--- config.mk ---
export PLATFORM = sky130hd
export DESIGN_NAME = pc_sequencer_flat
export DESIGN_NICKNAME = d
export VERILOG_FILES = /design/src/rtl/pc_pkg.sv /design/src/rtl/pc_sequencer_if.sv /design/src/rtl/pc_ras.sv /design/src/rtl/pc_sequencer.sv /design/src/flat_wrapper.sv
export SDC_FILE = /design/constraint.sdc
export NUM_CORES = 1
export LEC_CHECK = 0
export BUFFER_PORTS_ARGS = -buffer_cell sky130_fd_sc_hd__buf_2
export CAP_MARGIN = 20
export CORE_ASPECT_RATIO = 1.4
export CORE_MARGIN = 2
export CORE_UTILIZATION = 54
export DETAILED_ROUTE_END_ITERATION = 6
export PLACE_DENSITY = 0.76
export SLEW_MARGIN = 10
export SYNTH_ARGS = -nofsm -noshare
export SYNTH_HDL_FRONTEND = slang
export SYNTH_SLANG_ARGS = --single-unit
--- constraint.sdc ---
create_clock -name clk -period 3.2 [get_ports clk]
set_input_delay 0.48 -clock clk [delete_from_list [all_inputs] [get_ports clk]]
set_output_delay 0.48 -clock clk [all_outputs]
set_load 0.01 [all_outputs]
--- src/rtl/pc_pkg.sv ---
// pc_pkg: shared types and sizing helpers for the program-counter sequencer.
//   br_mode_t   - per-cycle control-flow selector
//   RAS_DEPTH_DEF / RAS_PTR_W - default return-stack depth and its pointer width
//   ras_ptr_w() - pointer width for an arbitrary return-stack depth
package pc_pkg;

  typedef enum logic [2:0] {
    BR_NONE = 3'd0,
    BR_BEQ  = 3'd1,
    BR_BNE  = 3'd2,
    BR_JREL = 3'd3,
    BR_JABS = 3'd4,
    BR_CALL = 3'd5,
    BR_RET  = 3'd6
  } br_mode_t;

  localparam int unsigned RAS_DEPTH_DEF = 4;
  localparam int unsigned RAS_PTR_W     = $clog2(RAS_DEPTH_DEF);

  // Pointer width for a stack of the given depth (depth >= 2)
  function automatic int unsigned ras_ptr_w(input int unsigned depth);
    return $clog2(depth);
  endfunction

endpackage

--- src/rtl/pc_sequencer_if.sv ---
// pc_sequencer_if: control inputs and status outputs of the PC sequencer.
//   master - fetch controller side: drives run/stall/mode/operands, reads PC and status
//   slave  - sequencer side
interface pc_sequencer_if
  import pc_pkg::*;
#(
  parameter int unsigned PC_W      = 32,
  parameter int unsigned IMM_W     = 8,
  parameter int unsigned RAS_DEPTH = 4
);

  logic                           should_run_processor;
  logic                           stall;
  br_mode_t                       br_mode;
  logic                           zero;
  logic [IMM_W-1:0]               immediate;
  logic [PC_W-1:0]                abs_target;
  logic [PC_W-1:0]                current_pc_out;
  logic                           taken;
  logic [$clog2(RAS_DEPTH+1)-1:0] ras_count;
  logic                           ras_overflow;
  logic                           ras_underflow;

  modport master (
    output should_run_processor, stall, br_mode, zero, immediate, abs_target,
    input  current_pc_out, taken, ras_count, ras_overflow, ras_underflow
  );

  modport slave (
    input  should_run_processor, stall, br_mode, zero, immediate, abs_target,
    output current_pc_out, taken, ras_count, ras_overflow, ras_underflow
  );

endinterface

--- src/rtl/pc_ras.sv ---
// pc_ras: circular LIFO return-address stack.
//   push/push_data - store a return address; when full the oldest entry is overwritten
//   pop            - discard the top entry (ignored when empty)
//   clear          - synchronous flush, wins over push/pop
//   top            - current top entry (valid when !empty)
//   count/full/empty - occupancy
module pc_ras
  import pc_pkg::*;
#(
  parameter int unsigned PC_W      = 32,
  parameter int unsigned RAS_DEPTH = 4
) (
  input  logic                           clk,
  input  logic                           reset,
  input  logic                           push,
  input  logic                           pop,
  input  logic                           clear,
  input  logic [PC_W-1:0]                push_data,
  output logic [PC_W-1:0]                top,
  output logic [$clog2(RAS_DEPTH+1)-1:0] count,
  output logic                           full,
  output logic                           empty
);

  localparam int unsigned PTR_W = ras_ptr_w(RAS_DEPTH);
  localparam int unsigned CNT_W = $clog2(RAS_DEPTH + 1);

  logic [PC_W-1:0]  mem [RAS_DEPTH];
  logic [PTR_W-1:0] wr_ptr_q, wr_ptr_d, rd_idx, wr_inc;
  logic [CNT_W-1:0] count_q, count_d;

  // Slot below the write pointer holds the top; both wrap at RAS_DEPTH
  always_comb begin
    rd_idx = (wr_ptr_q == '0) ? PTR_W'(RAS_DEPTH - 1) : wr_ptr_q - PTR_W'(1);
    wr_inc = (wr_ptr_q == PTR_W'(RAS_DEPTH - 1)) ? '0 : wr_ptr_q + PTR_W'(1);
  end

  assign full  = (count_q == CNT_W'(RAS_DEPTH));
  assign empty = (count_q == '0);
  assign top   = mem[rd_idx];
  assign count = count_q;

  // Next pointer/occupancy
  always_comb begin
    wr_ptr_d = wr_ptr_q;
    count_d  = count_q;
    if (clear) begin
      wr_ptr_d = '0;
      count_d  = '0;
    end else if (push) begin
      wr_ptr_d = wr_inc;
      count_d  = full ? count_q : count_q + CNT_W'(1);
    end else if (pop && !empty) begin
      wr_ptr_d = rd_idx;
      count_d  = count_q - CNT_W'(1);
    end
  end

  // Pointer/occupancy registers
  always_ff @(posedge clk or posedge reset) begin
    if (reset) begin
      wr_ptr_q <= '0;
      count_q  <= '0;
    end else begin
      wr_ptr_q <= wr_ptr_d;
      count_q  <= count_d;
    end
  end

  // Storage; contents need no reset since count gates validity
  always_ff @(posedge clk) begin
    if (push && !clear) begin
      mem[wr_ptr_q] <= push_data;
    end
  end

endmodule

--- src/rtl/pc_sequencer.sv ---
// pc_sequencer: fetch-stage program counter with branches, jumps and call/return.
//   clk, reset     - rising-edge clock, asynchronous active-high reset
//   bus (slave)    - run/stall/br_mode/zero/immediate/abs_target in;
//                    current_pc_out/taken/ras_count/ras_overflow/ras_underflow out
// All outputs are registered; priority is reset > !run > stall > br_mode.
module pc_sequencer
  import pc_pkg::*;
#(
  parameter int unsigned PC_W      = 32,
  parameter int unsigned IMM_W     = 8,
  parameter int unsigned RAS_DEPTH = RAS_DEPTH_DEF
) (
  input  logic           clk,
  input  logic           reset,
  pc_sequencer_if.slave  bus
);

  logic [PC_W-1:0] pc_q, pc_d;
  logic            taken_q, taken_d;
  logic            ovf_q, ovf_d;
  logic            unf_q, unf_d;

  logic [PC_W-1:0] seq_pc, rel_pc, ras_top;
  logic            ras_push, ras_pop, ras_clear, ras_full, ras_empty;
  logic [$clog2(RAS_DEPTH+1)-1:0] ras_count;

  assign seq_pc = pc_q + PC_W'(1);
  assign rel_pc = seq_pc + PC_W'($signed(bus.immediate));

  pc_ras #(
    .PC_W      (PC_W),
    .RAS_DEPTH (RAS_DEPTH)
  ) u_ras (
    .clk       (clk),
    .reset     (reset),
    .push      (ras_push),
    .pop       (ras_pop),
    .clear     (ras_clear),
    .push_data (seq_pc),
    .top       (ras_top),
    .count     (ras_count),
    .full      (ras_full),
    .empty     (ras_empty)
  );

  // Next-PC mux, redirect indication and stack control
  always_comb begin
    pc_d      = pc_q;
    taken_d   = taken_q;
    ovf_d     = ovf_q;
    unf_d     = unf_q;
    ras_push  = 1'b0;
    ras_pop   = 1'b0;
    ras_clear = 1'b0;

    if (!bus.should_run_processor) begin
      pc_d      = '0;
      taken_d   = 1'b0;
      ovf_d     = 1'b0;
      unf_d     = 1'b0;
      ras_clear = 1'b1;
    end else if (!bus.stall) begin
      pc_d    = seq_pc;
      taken_d = 1'b0;
      case (bus.br_mode)
        BR_BEQ: if (bus.zero) begin
          pc_d    = rel_pc;
          taken_d = 1'b1;
        end
        BR_BNE: if (!bus.zero) begin
          pc_d    = rel_pc;
          taken_d = 1'b1;
        end
        BR_JREL: begin
          pc_d    = rel_pc;
          taken_d = 1'b1;
        end
        BR_JABS: begin
          pc_d    = bus.abs_target;
          taken_d = 1'b1;
        end
        BR_CALL: begin
          ras_push = 1'b1;
          ovf_d    = ovf_q | ras_full;
          pc_d     = rel_pc;
          taken_d  = 1'b1;
        end
        BR_RET: begin
          // Empty stack falls through to seq and flags the underflow
          if (ras_empty) begin
            unf_d = 1'b1;
          end else begin
            ras_pop = 1'b1;
            pc_d    = ras_top;
            taken_d = 1'b1;
          end
        end
        default: ;
      endcase
    end
  end

  // PC and flag registers
  always_ff @(posedge clk or posedge reset) begin
    if (reset) begin
      pc_q    <= '0;
      taken_q <= 1'b0;
      ovf_q   <= 1'b0;
      unf_q   <= 1'b0;
    end else begin
      pc_q    <= pc_d;
      taken_q <= taken_d;
      ovf_q   <= ovf_d;
      unf_q   <= unf_d;
    end
  end

  assign bus.current_pc_out = pc_q;
  assign bus.taken          = taken_q;
  assign bus.ras_count      = ras_count;
  assign bus.ras_overflow   = ovf_q;
  assign bus.ras_underflow  = unf_q;

endmodule

--- src/flat_wrapper.sv ---
// flat-port wrapper written by rule: the top's interface ports become plain ports
module pc_sequencer_flat import pc_pkg::*;
#(
  parameter int unsigned PC_W      = 32,
  parameter int unsigned IMM_W     = 8,
  parameter int unsigned RAS_DEPTH = RAS_DEPTH_DEF
)
  (clk, reset, bus_should_run_processor, bus_stall, bus_br_mode, bus_zero, bus_immediate, bus_abs_target, bus_current_pc_out, bus_taken, bus_ras_count, bus_ras_overflow, bus_ras_underflow);
  pc_sequencer_if #(.PC_W(PC_W), .IMM_W(IMM_W), .RAS_DEPTH(RAS_DEPTH)) bus_i ();
  input  logic clk;
  input  logic reset;
  input wire logic [$bits(bus_i.should_run_processor)-1:0] bus_should_run_processor;
  input wire logic [$bits(bus_i.stall)-1:0] bus_stall;
  input wire logic [$bits(bus_i.br_mode)-1:0] bus_br_mode;
  input wire logic [$bits(bus_i.zero)-1:0] bus_zero;
  input wire logic [$bits(bus_i.immediate)-1:0] bus_immediate;
  input wire logic [$bits(bus_i.abs_target)-1:0] bus_abs_target;
  output wire logic [$bits(bus_i.current_pc_out)-1:0] bus_current_pc_out;
  output wire logic [$bits(bus_i.taken)-1:0] bus_taken;
  output wire logic [$bits(bus_i.ras_count)-1:0] bus_ras_count;
  output wire logic [$bits(bus_i.ras_overflow)-1:0] bus_ras_overflow;
  output wire logic [$bits(bus_i.ras_underflow)-1:0] bus_ras_underflow;
  assign bus_i.should_run_processor = bus_should_run_processor;
  assign bus_i.stall = bus_stall;
  assign bus_i.br_mode = bus_br_mode;
  assign bus_i.zero = bus_zero;
  assign bus_i.immediate = bus_immediate;
  assign bus_i.abs_target = bus_abs_target;
  assign bus_current_pc_out = bus_i.current_pc_out;
  assign bus_taken = bus_i.taken;
  assign bus_ras_count = bus_i.ras_count;
  assign bus_ras_overflow = bus_i.ras_overflow;
  assign bus_ras_underflow = bus_i.ras_underflow;
  pc_sequencer #(.PC_W(PC_W), .IMM_W(IMM_W), .RAS_DEPTH(RAS_DEPTH)) u_core (.clk(clk), .reset(reset), .bus(bus_i));
endmodule
* Yosys cells after proc, flatten, opt, wreduce, memory -nomap -nowiden
Memories as Yosys holds them, arrays and structs flattened.
Index checks and enable logic that the tools add are counted.
** Word-level totals
- Output and inout port bits :: 38
- Bits in registers :: 40
- RAM bits :: 128
- Word-level logic and storage cells :: 74
- Input port bits :: 48
- Memories kept :: 1
** Memory list
- u_core.u_ras.mem :: depth 4, bits a word 32, rd ports 1, clocked after Yosys merged registers in 0, write ports 1, line pc_ras.sv:28 : logic [PC_W-1:0] mem [RAS_DEPTH];
** Cells by class
- Mux-type cells :: 36
- Bitwise operators :: 1
- Reductions and logical operators :: 10
- Add/sub/neg operators :: 6
- Equal/unequal tests :: 14
** Operators by type and width (number)
- 2-to-1 mux 32 bit :: 5
- one-hot mux 32 bit (5 select lines) :: 1
- adder 32 x 1 -> 32 bit, second input constant :: 1
- adder 32 bit :: 1
- 2-to-1 mux 1 bit :: 20
- equality test 3 bit, second input constant :: 4
- 2-to-1 mux 3 bit :: 4
- 2-to-1 mux 2 bit :: 5
- equality test 3 x 2 -> 1 bit, second input constant :: 2
- != test 2 x 1 -> 1 bit, second input constant :: 3
- one-hot mux 1 bit (4 select lines) :: 1
- AND reduction 2 bit :: 2
- adder 3 x 1 -> 3 bit, second input constant :: 1
- equality test 3 x 1 -> 1 bit, second input constant :: 1
- zero test 3 bit :: 1
- != test 3 x 1 -> 1 bit, second input constant :: 1
- != test 3 bit, second input constant :: 1
- AND reduction 3 bit :: 1
- OR reduction 3 bit :: 1
- subtractor 3 x 1 -> 3 bit, second input constant :: 1
- adder 2 x 1 -> 2 bit, second input constant :: 1
- equality test 2 bit, second input constant :: 1
- logical AND 1 bit :: 2
- zero test 2 bit :: 1
- 5 further kinds :: 5

* Depth between registers and ports, before layout
Gate-level depths: netlist (run 1).
- Word-level depth :: 9
- Gate-level depth with buffers :: 16
- Gate-level depth less buffers :: 15

* By module
A second synthesis (run 1) with hierarchy kept.
** Unflattened totals
- Cell total of the unflattened synthesis :: 788
- Area total of the unflattened synthesis :: 9479.1 µm²
** By module, submodules not included
- pc_ras :: cells each 219, area an instance 5109.9 µm², instances 1, sequential area each 3968.8 µm²
- pc_sequencer :: cells each 569, area an instance 4369.2 µm², instances 1, sequential area each 875.8 µm²

* Worst setup path before layout (run 1)
Ideal clock, no wire load.
- Path type :: register to register
- Start point :: register u_core.pc_q[2] (netlist: u_core.bus.current_pc_out[2])
- End point :: register u_core.pc_q[26] (netlist: u_core.bus.current_pc_out[26])
- Setup time :: 0.082 ns
- Path slack :: -0.427 ns
- Required time :: 3.118 ns
- Buffers on the path :: 0
- Arrival time :: 3.545 ns
- Period minus slack after synthesis :: 3.627 ns
- Stages on the path, launching flop included :: 15
- Cell sequence :: dfrtp_1 and4_1 nand4_1 nor2_1 and3_1 xor2_1 ha_1 a221o_1 a31oi_1 or4_1 a21oi_1 or2_2 a21oi_1 mux2_1 a31oi_1
** On the way
- Cells in the longest elaborated chain, start to end :: 6
- Elaborated cells between the ends (all ways) :: 8
- Classes of those cells :: 2 x add/sub; 6 x mux
** RTL lines
- start, declared :: line pc_sequencer.sv:18 : logic [PC_W-1:0] pc_q, pc_d;
- start signal, assigned :: line pc_sequencer.sv:111 : pc_q <= pc_d;
- adder 32 x 1 -> 32 bit (*) :: line pc_sequencer.sv:27 : assign seq_pc = pc_q + PC_W'(1);
- net u_core.seq_pc[11] :: line pc_sequencer.sv:23 : logic [PC_W-1:0] seq_pc, rel_pc, ras_top;
- adder 32 bit (*) :: line pc_sequencer.sv:28 : assign rel_pc = seq_pc + PC_W'($signed(bus.immediate));
- 2-to-1 mux 32 bit, on equally long branches :: line pc_sequencer.sv:70, pc_sequencer.sv:66
- one-hot mux 32 bit (5 select lines) (*) :: line pc_sequencer.sv:65 : case (bus.br_mode)
- 2-to-1 mux 32 bit (*) :: line pc_sequencer.sv:62 : end else if (!bus.stall) begin
- 2-to-1 mux 32 bit (*) :: line pc_sequencer.sv:56 : if (!bus.should_run_processor) begin
The timed path passes the listed nets; every way through them passes the cells marked *. The select of a mux whose other input is x is not followed.
A chain may end at the register's enable or synchronous reset.

* Worst setup path in the final report (run 1)
Same ends and word-level chain as after synthesis.

==> results of run 1 <==
## area by class of cell
type,instances,area (sq um),area share (%)
clock buffers,17,425.4,3.294
clock inverters,15,181.4,1.405
inverters,18,70.07,0.5426
multi-input cells,582,5109,39.56
flip-flops and latches,168,4852,37.57
well taps,236,295.3,2.287
repair buffers,280,1981,15.34
## repair_timing
item	CTS	global route
buffers inserted	4	10
setup endpoints to repair	21	21
pin swaps	24	42
gates resized for setup	38	71
## flip-flops by register name, indices dropped and copies added (netlist names)
register                   flops
u_core.u_ras.mem             128
u_core.bus.ras_underflow       1
u_core.u_ras.wr_ptr_q          2
u_core.bus.current_pc_out     32
u_core.u_ras.count             3
u_core.bus.ras_overflow        1
u_core.bus.taken               1
## synth_stat cells (16+ instances only)
| cell | number | share of area (%) |
|---|---|---|
| clkbuf_1 | 28 | 1.1 |
| a21o_1 | 16 | 1.3 |
| nand2_1 | 51 | 2.0 |
| a21oi_1 | 66 | 3.5 |
| mux4_2 | 32 | 7.6 |
| inv_1 | 17 | 0.67 |
| dfrtp_1 | 40 | 11 |
| a221oi_1 | 17 | 1.6 |
| o21ai_0 | 49 | 2.6 |
| nand3_1 | 28 | 1.5 |
| ha_1 | 44 | 5.8 |
| and3_1 | 17 | 1.1 |
| nor2_1 | 41 | 1.6 |
| xnor2_1 | 39 | 3.6 |
| a221o_1 | 20 | 2.1 |
| xor2_1 | 18 | 1.7 |
| edfxtp_1 | 128 | 40 |
## how the worst max path moves through the flow
stage                                    endpoint  slack (ns)  cells past startpoint                    startpoint
global placement    u_core.bus.current_pc_out[21]       -0.21                     15  u_core.bus.current_pc_out[3]
finish              u_core.bus.current_pc_out[26]       -0.26                     16  u_core.bus.current_pc_out[2]
CTS                 u_core.bus.current_pc_out[30]       -0.15                     14  u_core.bus.current_pc_out[5]
floorplan           u_core.bus.current_pc_out[26]       -0.13                     14  u_core.bus.current_pc_out[2]
global route        u_core.bus.current_pc_out[26]       -0.42                     16  u_core.bus.current_pc_out[5]
detailed placement  u_core.bus.current_pc_out[21]       -0.26                     17  u_core.bus.current_pc_out[3]
## kinds of logic after synthesis
group	share of synthesized area, %
compound gates	16.64
simple gates	10.58
flops	50.89
buf+inv	2.524
xor+xnor	5.244
fa+ha+maj	6.204
mux	7.913
## through the flow
step                total power [mW]  setup TNS (ns)
detailed placement             4.525          -2.715
finish                         6.799          -2.193
global placement               4.495          -2.003
global route                   7.057          -5.221
floorplan                      3.715         -0.4451
CTS                            6.647         -0.8119
## where the power goes
group / internal, mW / switching (mW) / leakage (nW)
logic: 1.05 / 1.14 / 3.34
clock network: 1.06 / 1.03 / 0.295
registers: 2.45 / 0.0682 / 1.69
## metal layers
layer | vias to the layer above | wire length [microns] | part of all wire (%)
li1 | 3682 | - | -
met1 | 4160 | 11180 | 37
met2 | 476 | 15330 | 50
met3 | 127 | 2372 | 7.8
met4 | 0 | 1517 | 5.0
met5 | - | 0 | 0
==> flow_metrics.env, run 1 <==
export IMPL_fin_crit_ns=3.460
export IMPL_pwr_density_cell_nw_per_um2=526.5
export IMPL_cp_num_buf_inv=2
export IMPL_rr_startpoint="u_core.bus.current_pc_out[2]"
export IMPL_drc=0
export IMPL_cts_max_path_buffers=2
export IMPL_syn_instance_count=809
export IMPL_ff2ff_path_depth=16
export IMPL_cts_tree="yes"
export IMPL_syn_num_nets=903
export IMPL_cts_clk_slew_worst_paths_ns=0.08
export IMPL_setup_viol=18
export IMPL_crit_path_start_kind="flop"
export IMPL_critPathArrivalTime_ns=3.83
export IMPL_clock_skew_ns=0.01487
export IMPL_cp_required_ns=3.57
export IMPL_yosysWarningCount=0
export IMPL_grt_overflow=0
export IMPL_core_sq_um=17330
export IMPL_cts_buffers=17
export IMPL_io_buffers=85
export IMPL_post_route_period_util_pct=108.1
export IMPL_max_slew_worst_pin_slew_ns=0.6111
export IMPL_dp_hpwl_microns=20180
export IMPL_insertion_delay_ns=0.45
export IMPL_drv_cap=0
export IMPL_num_fill_cells=1101
export IMPL_crit_path_frequent_cell="a21oi_2"
export IMPL_finalCoreUtilization_pct=74.51
export IMPL_start_util_pct=54.93
export IMPL_cts_sinks=168
export IMPL_final_antenna_net_count=0
export IMPL_max_freq_mhz=289.0
export IMPL_nets=1161
export IMPL_cts_hold_buf=0
export IMPL_ys_ff_latch=168
export IMPL_stdcell_area_sq_um=12910
export IMPL_wl_microns=30400
export IMPL_grt_use_total_pct=32.98
export IMPL_die_x_microns=116.2
export IMPL_crit_path_cell_trace="and4_4, nand4_1, nor2_4, buf_6, nand3_4, xnor2_4, ha_1, a21oi_2, o21ai_1, nor2b_1, o31ai_1, buf_4, or2_4, a21oi_2, mux2_4, a31oi_1"
export IMPL_use_met2_pct=54.73
export IMPL_final_cell_mix="180 x buf_4, 128 x edfxtp_1, 85 x buf_2, 48 x a21oi_1, 47 x nand2_1"
export IMPL_hold_class="input pin to async pin"
export IMPL_grt_max_degree=38
export IMPL_grt_busiest_layer="met2"
export IMPL_criticalPathCategory="flop to flop"
export IMPL_end_kind="flop"
export IMPL_die_height_microns=161.1
export IMPL_failed_checks="setup timing"
export IMPL_vias=8445
export IMPL_drtIter0Drc=835
export IMPL_grt_pass1_vias=8656
export IMPL_grt_setup_unrepaired="yes"
export IMPL_synth_area_sq_um=9519
export IMPL_rows=57
export IMPL_ioPinCount=86
export IMPL_layout_commonest_cell="buf_4"
export IMPL_vias_per_cell=6.417
export IMPL_yosysSeqAreaShare_pct=50.89
export IMPL_place_inst=1270
export IMPL_diodes=0
export IMPL_cpPeakStageDelay_ns=0.37
export IMPL_routabilityCongestion=0.9484
export IMPL_drive_gt1_share_pct=42.13
export IMPL_antenna_found_initial=0
export IMPL_reg2reg_slack_ns=-0.26
export IMPL_grt_met3_usage_pct=6.867
export IMPL_synth_cell_types=63
export IMPL_area_growth_pct=35.66
export IMPL_ys_flop_type="edfxtp_1"
export IMPL_placed_area_sq_um=11630
export IMPL_synthArstFlopShare_pct=23.81
export IMPL_finalWorstSetupSlack_ns=-0.2605
export IMPL_slew_headroom_pct=59.14
export IMPL_hold_viol=0
export IMPL_hold_ws_ns=0.03823
export IMPL_synth_area_per_cell_sq_um=11.77
export IMPL_post_place_ws_ns=-0.2557
export IMPL_cts_max_level=4
export IMPL_root_buffer="clkbuf_16"
export IMPL_grt_pass1_wl_microns=45900
export IMPL_synth_edff_count=128
export IMPL_stdcell_count=1316
export IMPL_peakVddDrop_mv=0.4205
export IMPL_maxSlewViolCount=0
export IMPL_dieArea_sq_um=18720
export IMPL_regToRegEndpoint="u_core.bus.current_pc_out[26]"
export IMPL_path_delay_family="simple AND/OR/NAND/NOR gates"
export IMPL_use_met1_pct=40.19
export IMPL_p_leak_nw=5.330
export IMPL_dr_pass1_iters=5
export IMPL_status="finished with violations"
export IMPL_wl_per_cell_microns=23.10
export IMPL_slowest_stage="dfrtp_2"
export IMPL_worst_path_max_fanout=3
No activity file was read; power rests on OpenSTA's default activity.
==> run 2: changes to the inputs <==
--- a/config.mk
+++ b/config.mk
@@ -12,6 +12,7 @@
 export CORE_UTILIZATION = 54
 export DETAILED_ROUTE_END_ITERATION = 6
 export PLACE_DENSITY = 0.76
+export SKIP_LAST_GASP = 1
 export SLEW_MARGIN = 10
 export SYNTH_ARGS = -nofsm -noshare
 export SYNTH_HDL_FRONTEND = slang
==> run 2 against run 1 <==
The run still ends with setup timing left. Die area unchanged. Non-clock buffer count shrank 1. Total power decreased by 0.13%. Clock-buffer cell count did not move. Combinational power about the same. Cell count is essentially flat. Critical path depth fell by 3. Sequential share of layout area up 0.14 points. Clock power barely moved. Via count decreased by 1.1%. Sequential power barely moved. Highest routed layer unchanged.
==> flow_metrics.env, run 2 (synthesis gave the netlist of run 1 again) <==
export IMPL_status="finished with violations"
export IMPL_failed_checks="setup timing"
export IMPL_regToRegEndpoint="u_core.bus.current_pc_out[30]"
export IMPL_final_cell_mix="183 x buf_4, 128 x edfxtp_1, 85 x buf_2, 50 x a21oi_1, 46 x nand2_1"
export IMPL_grt_pass1_vias=8647
export IMPL_ff2ff_path_depth=13
export IMPL_cts_clk_slew_worst_paths_ns=0.08
export IMPL_largest_reg_flops=128
export IMPL_top_register="u_core.u_ras.mem"
export IMPL_diodes=0
export IMPL_wl_microns=30240
export IMPL_cts_sinks=168
export IMPL_place_inst=1270
export IMPL_vias_per_cell=6.351
export IMPL_drive_gt1_share_pct=41.80
export IMPL_criticalPathCategory="flop to flop"
export IMPL_die_height_microns=161.1
export IMPL_grt_overflow=0
export IMPL_post_route_period_util_pct=108.7
export IMPL_setup_viol=19
export IMPL_hold_ws_ns=0.04012
export IMPL_fin_crit_ns=3.480
export IMPL_maxSlewViolCount=0
export IMPL_die_x_microns=116.2
export IMPL_cts_tree="yes"
export IMPL_finalWorstSetupSlack_ns=-0.2800
export IMPL_hold_viol=0
export IMPL_drc=0
export IMPL_max_freq_mhz=287.4
export IMPL_insertion_delay_ns=0.45
export IMPL_worst_path_max_fanout=4
export IMPL_grt_pass1_wl_microns=45910
export IMPL_pwr_density_cell_nw_per_um2=528.0
export IMPL_cts_buffers=17
export IMPL_vias=8351
export IMPL_max_slew_worst_pin_slew_ns=0.5976
export IMPL_io_buffers=85
export IMPL_crit_path_cell_trace="and4_4, nand4_1, and2b_2, nand2_1, xnor2_2, ha_2, nand3_2, or4_4, a211oi_2, a2111oi_4, o21a_1, a41oi_2, a21oi_1"
export IMPL_dieArea_sq_um=18720
export IMPL_layout_commonest_cell="buf_4"
export IMPL_start_util_pct=54.93
export IMPL_cp_required_ns=3.52
export IMPL_peakVddDrop_mv=0.4159
export IMPL_ioPinCount=86
export IMPL_root_buffer="clkbuf_16"
export IMPL_power_total_mw=6.790
export IMPL_grt_setup_unrepaired="yes"
export IMPL_cts_hold_buf=0
export IMPL_wl_per_cell_microns=22.99
export IMPL_grt_max_degree=38
export IMPL_slew_headroom_pct=60.05
export IMPL_stdcell_count=1315
export IMPL_cts_max_level=4
export IMPL_reg2reg_slack_ns=-0.28
export IMPL_final_antenna_net_count=0
export IMPL_end_kind="flop"
export IMPL_drtIter0Drc=882
export IMPL_p_leak_nw=5.325
export IMPL_cpPeakStageDelay_ns=0.51
export IMPL_area_growth_pct=35.11
export IMPL_setup_tns_final_ns=-2.836
export IMPL_rr_startpoint="u_core.bus.current_pc_out[2]"
export IMPL_hold_class="input pin to async pin"
export IMPL_core_sq_um=17330
export IMPL_antenna_found_initial=0
export IMPL_dr_pass1_iters=7
export IMPL_crit_path_start_kind="flop"
export IMPL_routabilityCongestion=0.9484
export IMPL_slowest_stage="or4_4"
export IMPL_rows=57
export IMPL_cts_max_path_buffers=2
export IMPL_grt_use_total_pct=32.99
export IMPL_nets=1160
export IMPL_dp_hpwl_microns=20180
export IMPL_clock_skew_ns=0.01123
export IMPL_critPathArrivalTime_ns=3.80
export IMPL_drv_cap=0
-- run 2: final cells by class --
cell class	instances	area [sq um]
clock buffers	17	425.4
clock inverters	15	181.4
fillers	1127	4469
inverters	18	67.56
multi-input cells	582	5082
flip-flops and latches	168	4851
well taps	236	295.3
repair buffers	279	1958
-- run 2: worst max path at each step --
stage	from	endpoint	cells after the start
floorplan	u_core.bus.current_pc_out[2]	u_core.bus.current_pc_out[26]	14
global placement	u_core.bus.current_pc_out[3]	u_core.bus.current_pc_out[21]	15
detailed placement	u_core.bus.current_pc_out[3]	u_core.bus.current_pc_out[21]	17
CTS	u_core.bus.current_pc_out[5]	u_core.bus.current_pc_out[30]	14
global route	u_core.bus.current_pc_out[5]	u_core.bus.current_pc_out[26]	16
finish	u_core.bus.current_pc_out[2]	u_core.bus.current_pc_out[30]	13
-- run 2: power by group --
group | total [mW] | internal [mW] | leakage (nW) | switching (mW)
logic | 2.19 | 1.05 | 3.34 | 1.14
clock network | 2.08 | 1.06 | 0.295 | 1.03
registers | 2.52 | 2.45 | 1.69 | 0.0675
total | 6.79 | 4.56 | 5.32 | 2.23
-- run 2: timing repair --
item,4_1_cts,5_1_grt
buffers inserted,4,9
pin swaps,23,49
resized for setup,38,63
endpoints found under the setup margin,21,21
-- run 2: metrics by stage --
| step | area [sq um] | utilization [%] | worst slack [ns] |
|---|---|---|---|
| 2_1_floorplan | 9652 | - | -0.1322 |
| 3_3_place_gp | 11630 | 67.09 | -0.2149 |
| 3_5_place_dp | 11630 | 67.09 | -0.2557 |
| 4_1_cts | 12460 | 71.91 | -0.1467 |
| 5_1_grt | 12860 | 74.21 | -0.4085 |
| 6_report | 12860 | 74.21 | -0.2800 |
-- run 2: routing by layer --
| metal | share of wire [%] | GRT usage [%] |
|---|---|---|
| met2 | 51 | 54.92 |
| met1 | 37 | 40.22 |
| met3 | 7.1 | 6.867 |
| met4 | 5.0 | 17.15 |
| met5 | 0 | 0 |
-- run 2: critical path, delay by kind of cell, from the launching register on --
family          cells  cell delay, ns
compound gates      5            0.80
xor+xnor            1            0.17
fa+ha+maj           1            0.40
flops               1            0.37
simple gates        6            1.61
==> run 3: changes to the inputs <==
--- a/config.mk
+++ b/config.mk
@@ -12,6 +12,7 @@
 export CORE_UTILIZATION = 54
 export DETAILED_ROUTE_END_ITERATION = 6
 export PLACE_DENSITY = 0.76
+export RECOVER_POWER = 25
 export SKIP_LAST_GASP = 1
 export SLEW_MARGIN = 10
 export SYNTH_ARGS = -nofsm -noshare
==> run 3 against run 2 <==
The run ends with DRC, setup timing left. Maximum frequency decreased by 0.56%. Wire length decreased by 0.15%. Critical path depth unchanged. Final area decreased by 0.51%. Sequential share of layout area increased by 0.19 points. Clock skew increased by 0.0024 ns. Clock power about the same. Via count increased by 0.61%. Critical endpoint unchanged. Largest cell class unchanged.
==> flow_metrics.env, run 3 (synthesis gave the netlist of run 1 again) <==
export IMPL_end_kind="flop"
export IMPL_finalWorstSetupSlack_ns=-0.2995
export IMPL_final_antenna_net_count=0
export IMPL_dieArea_sq_um=18720
export IMPL_grt_pass1_vias=8647
export IMPL_cts_sinks=168
export IMPL_root_buffer="clkbuf_16"
export IMPL_start_util_pct=54.93
export IMPL_dr_pass1_iters=7
export IMPL_drtIter0Drc=952
export IMPL_cts_max_level=4
export IMPL_wl_microns=30190
export IMPL_grt_pass1_wl_microns=45910
export IMPL_worst_path_max_fanout=4
export IMPL_area_growth_pct=34.42
export IMPL_finalCoreUtilization_pct=73.84
export IMPL_crit_path_start_kind="flop"
export IMPL_grt_use_total_pct=32.99
export IMPL_peakVddDrop_mv=0.4156
export IMPL_status="finished with violations"
export IMPL_failed_checks="DRC, setup timing"
export IMPL_reg2reg_slack_ns=-0.30
export IMPL_antenna_found_initial=0
export IMPL_grt_setup_unrepaired="yes"
export IMPL_drive_gt1_share_pct=39.39
export IMPL_cts_tree="yes"
export IMPL_core_sq_um=17330
export IMPL_routabilityCongestion=0.9484
export IMPL_rr_startpoint="u_core.bus.current_pc_out[2]"
export IMPL_clock_skew_ns=0.01358
export IMPL_ioPinCount=86
export IMPL_p_leak_nw=5.235
export IMPL_critPathLaunch="u_core.bus.current_pc_out[2]"
export IMPL_num_fill_cells=1150
export IMPL_slew_headroom_pct=1.216
export IMPL_rows=57
export IMPL_final_cell_mix="170 x buf_4, 128 x edfxtp_1, 74 x buf_2, 50 x a21oi_1, 46 x nand2_1"
export IMPL_top_register="u_core.u_ras.mem"
export IMPL_cts_buffers=17
export IMPL_die_x_microns=116.2
export IMPL_maxSlewViolCount=0
export IMPL_cpPeakStageDelay_ns=0.51
export IMPL_critPathArrivalTime_ns=3.83
export IMPL_drc=1
export IMPL_die_height_microns=161.1
export IMPL_slowest_stage="or4_4"
export IMPL_hold_viol=0
export IMPL_layout_commonest_cell="buf_4"
export IMPL_insertion_delay_ns=0.45
export IMPL_dp_hpwl_microns=20180
export IMPL_use_met1_pct=40.22
export IMPL_wl_per_cell_microns=22.96
export IMPL_cts_max_path_buffers=2
export IMPL_vias=8402
export IMPL_nets=1160
export IMPL_post_route_period_util_pct=109.4
export IMPL_diodes=0
export IMPL_vias_per_cell=6.389
export IMPL_largest_reg_flops=128
export IMPL_max_slew_worst_pin_slew_ns=1.482
export IMPL_multi_input_area_sq_um=5080
export IMPL_grt_max_degree=38
export IMPL_cts_clk_slew_worst_paths_ns=0.08
export IMPL_drv_cap=0
export IMPL_io_buffers=85
export IMPL_post_place_ws_ns=-0.2557
export IMPL_use_met2_pct=54.92
export IMPL_crit_path_cell_trace="and4_4, nand4_1, and2b_2, nand2_1, xnor2_2, ha_2, nand3_2, or4_4, a211oi_2, a2111oi_4, o21a_1, a41oi_2, a21oi_1"
export IMPL_max_freq_mhz=285.8
export IMPL_criticalPathCategory="flop to flop"
export IMPL_fin_crit_ns=3.499
export IMPL_register_area_sq_um=4851
export IMPL_pwr_density_cell_nw_per_um2=528.5
export IMPL_hold_class="input pin to async pin"
export IMPL_cts_hold_buf=0
export IMPL_setup_viol=19
export IMPL_cp_required_ns=3.53
export IMPL_grt_met3_usage_pct=6.867
export IMPL_grt_busiest_layer="met2"
export IMPL_grt_overflow=0
-- run 3: changes by cell type in the layout (fill, tap and decap cells not counted), sizes merged --
cell,before,now
clkbuf,17,41
buf,279,255
-- run 3: final timing paths --
path	end	depth (start not counted)
worst max-delay path	u_core.bus.current_pc_out[30]	13
worst min-delay path	u_core.bus.taken	2
worst max register to register	u_core.bus.current_pc_out[30]	13
worst min register to register	u_core.bus.ras_overflow	2
max in group asynchronous	u_core.bus.current_pc_out[29]	3
min in group clk	u_core.bus.current_pc_out[6]	3
-- run 3: worst max-delay path: cells and delay by family, from the launching register on --
| family | cells | cell delay, ns |
|---|---|---|
| simple gates | 6 | 1.62 |
| xor+xnor | 1 | 0.17 |
| flops | 1 | 0.37 |
| compound gates | 5 | 0.84 |
| fa+ha+maj | 1 | 0.40 |
-- run 3: through the flow --
step	area, sq um	instances	power, mW	TNS, ns	hold slack (ns)
2_1_floorplan	9652	809	3.715	-0.4451	0.5166
3_3_place_gp	11630	1270	4.495	-2.003	0.4645
3_5_place_dp	11630	1270	4.525	-2.715	0.4800
4_1_cts	12460	1306	6.647	-0.8129	0.05047
5_1_grt	12800	1315	7.031	-5.895	0.2454
6_report	12800	1315	6.763	-2.813	0.1969
-- run 3: where the power goes --
part / leakage (nW) / switching [mW] / internal, mW / total (mW)
registers: 1.69 / 0.0673 / 2.45 / 2.52
clock network: 0.295 / 1.03 / 1.06 / 2.08
logic: 3.25 / 1.13 / 1.03 / 2.16
-- run 3: layer usage --
| layer | part of all wire (%) | wire length, microns |
|---|---|---|
| met5 | 0 | 0 |
| met4 | 5.0 | 1503 |
| met3 | 7.8 | 2348 |
| met2 | 51 | 15290 |
| met1 | 37 | 11050 |
-- run 3: repair_timing --
| item | in CTS | in global routing |
|---|---|---|
| resized for setup | 38 | 63 |
| endpoints found under the setup margin | 21 | 21 |
| pin swaps | 23 | 49 |
| setup buffers | 4 | 9 |
-- run 3: layout make-up --
type                       instances  share of cell area (%)
clock buffer                      17                   3.325
clock inverter                    15                   1.418
inverter                          18                  0.5280
multi-input combinational        582                   39.70
sequential                       168                   37.91
tap                              236                   2.308
timing repair buffer             279                   14.81
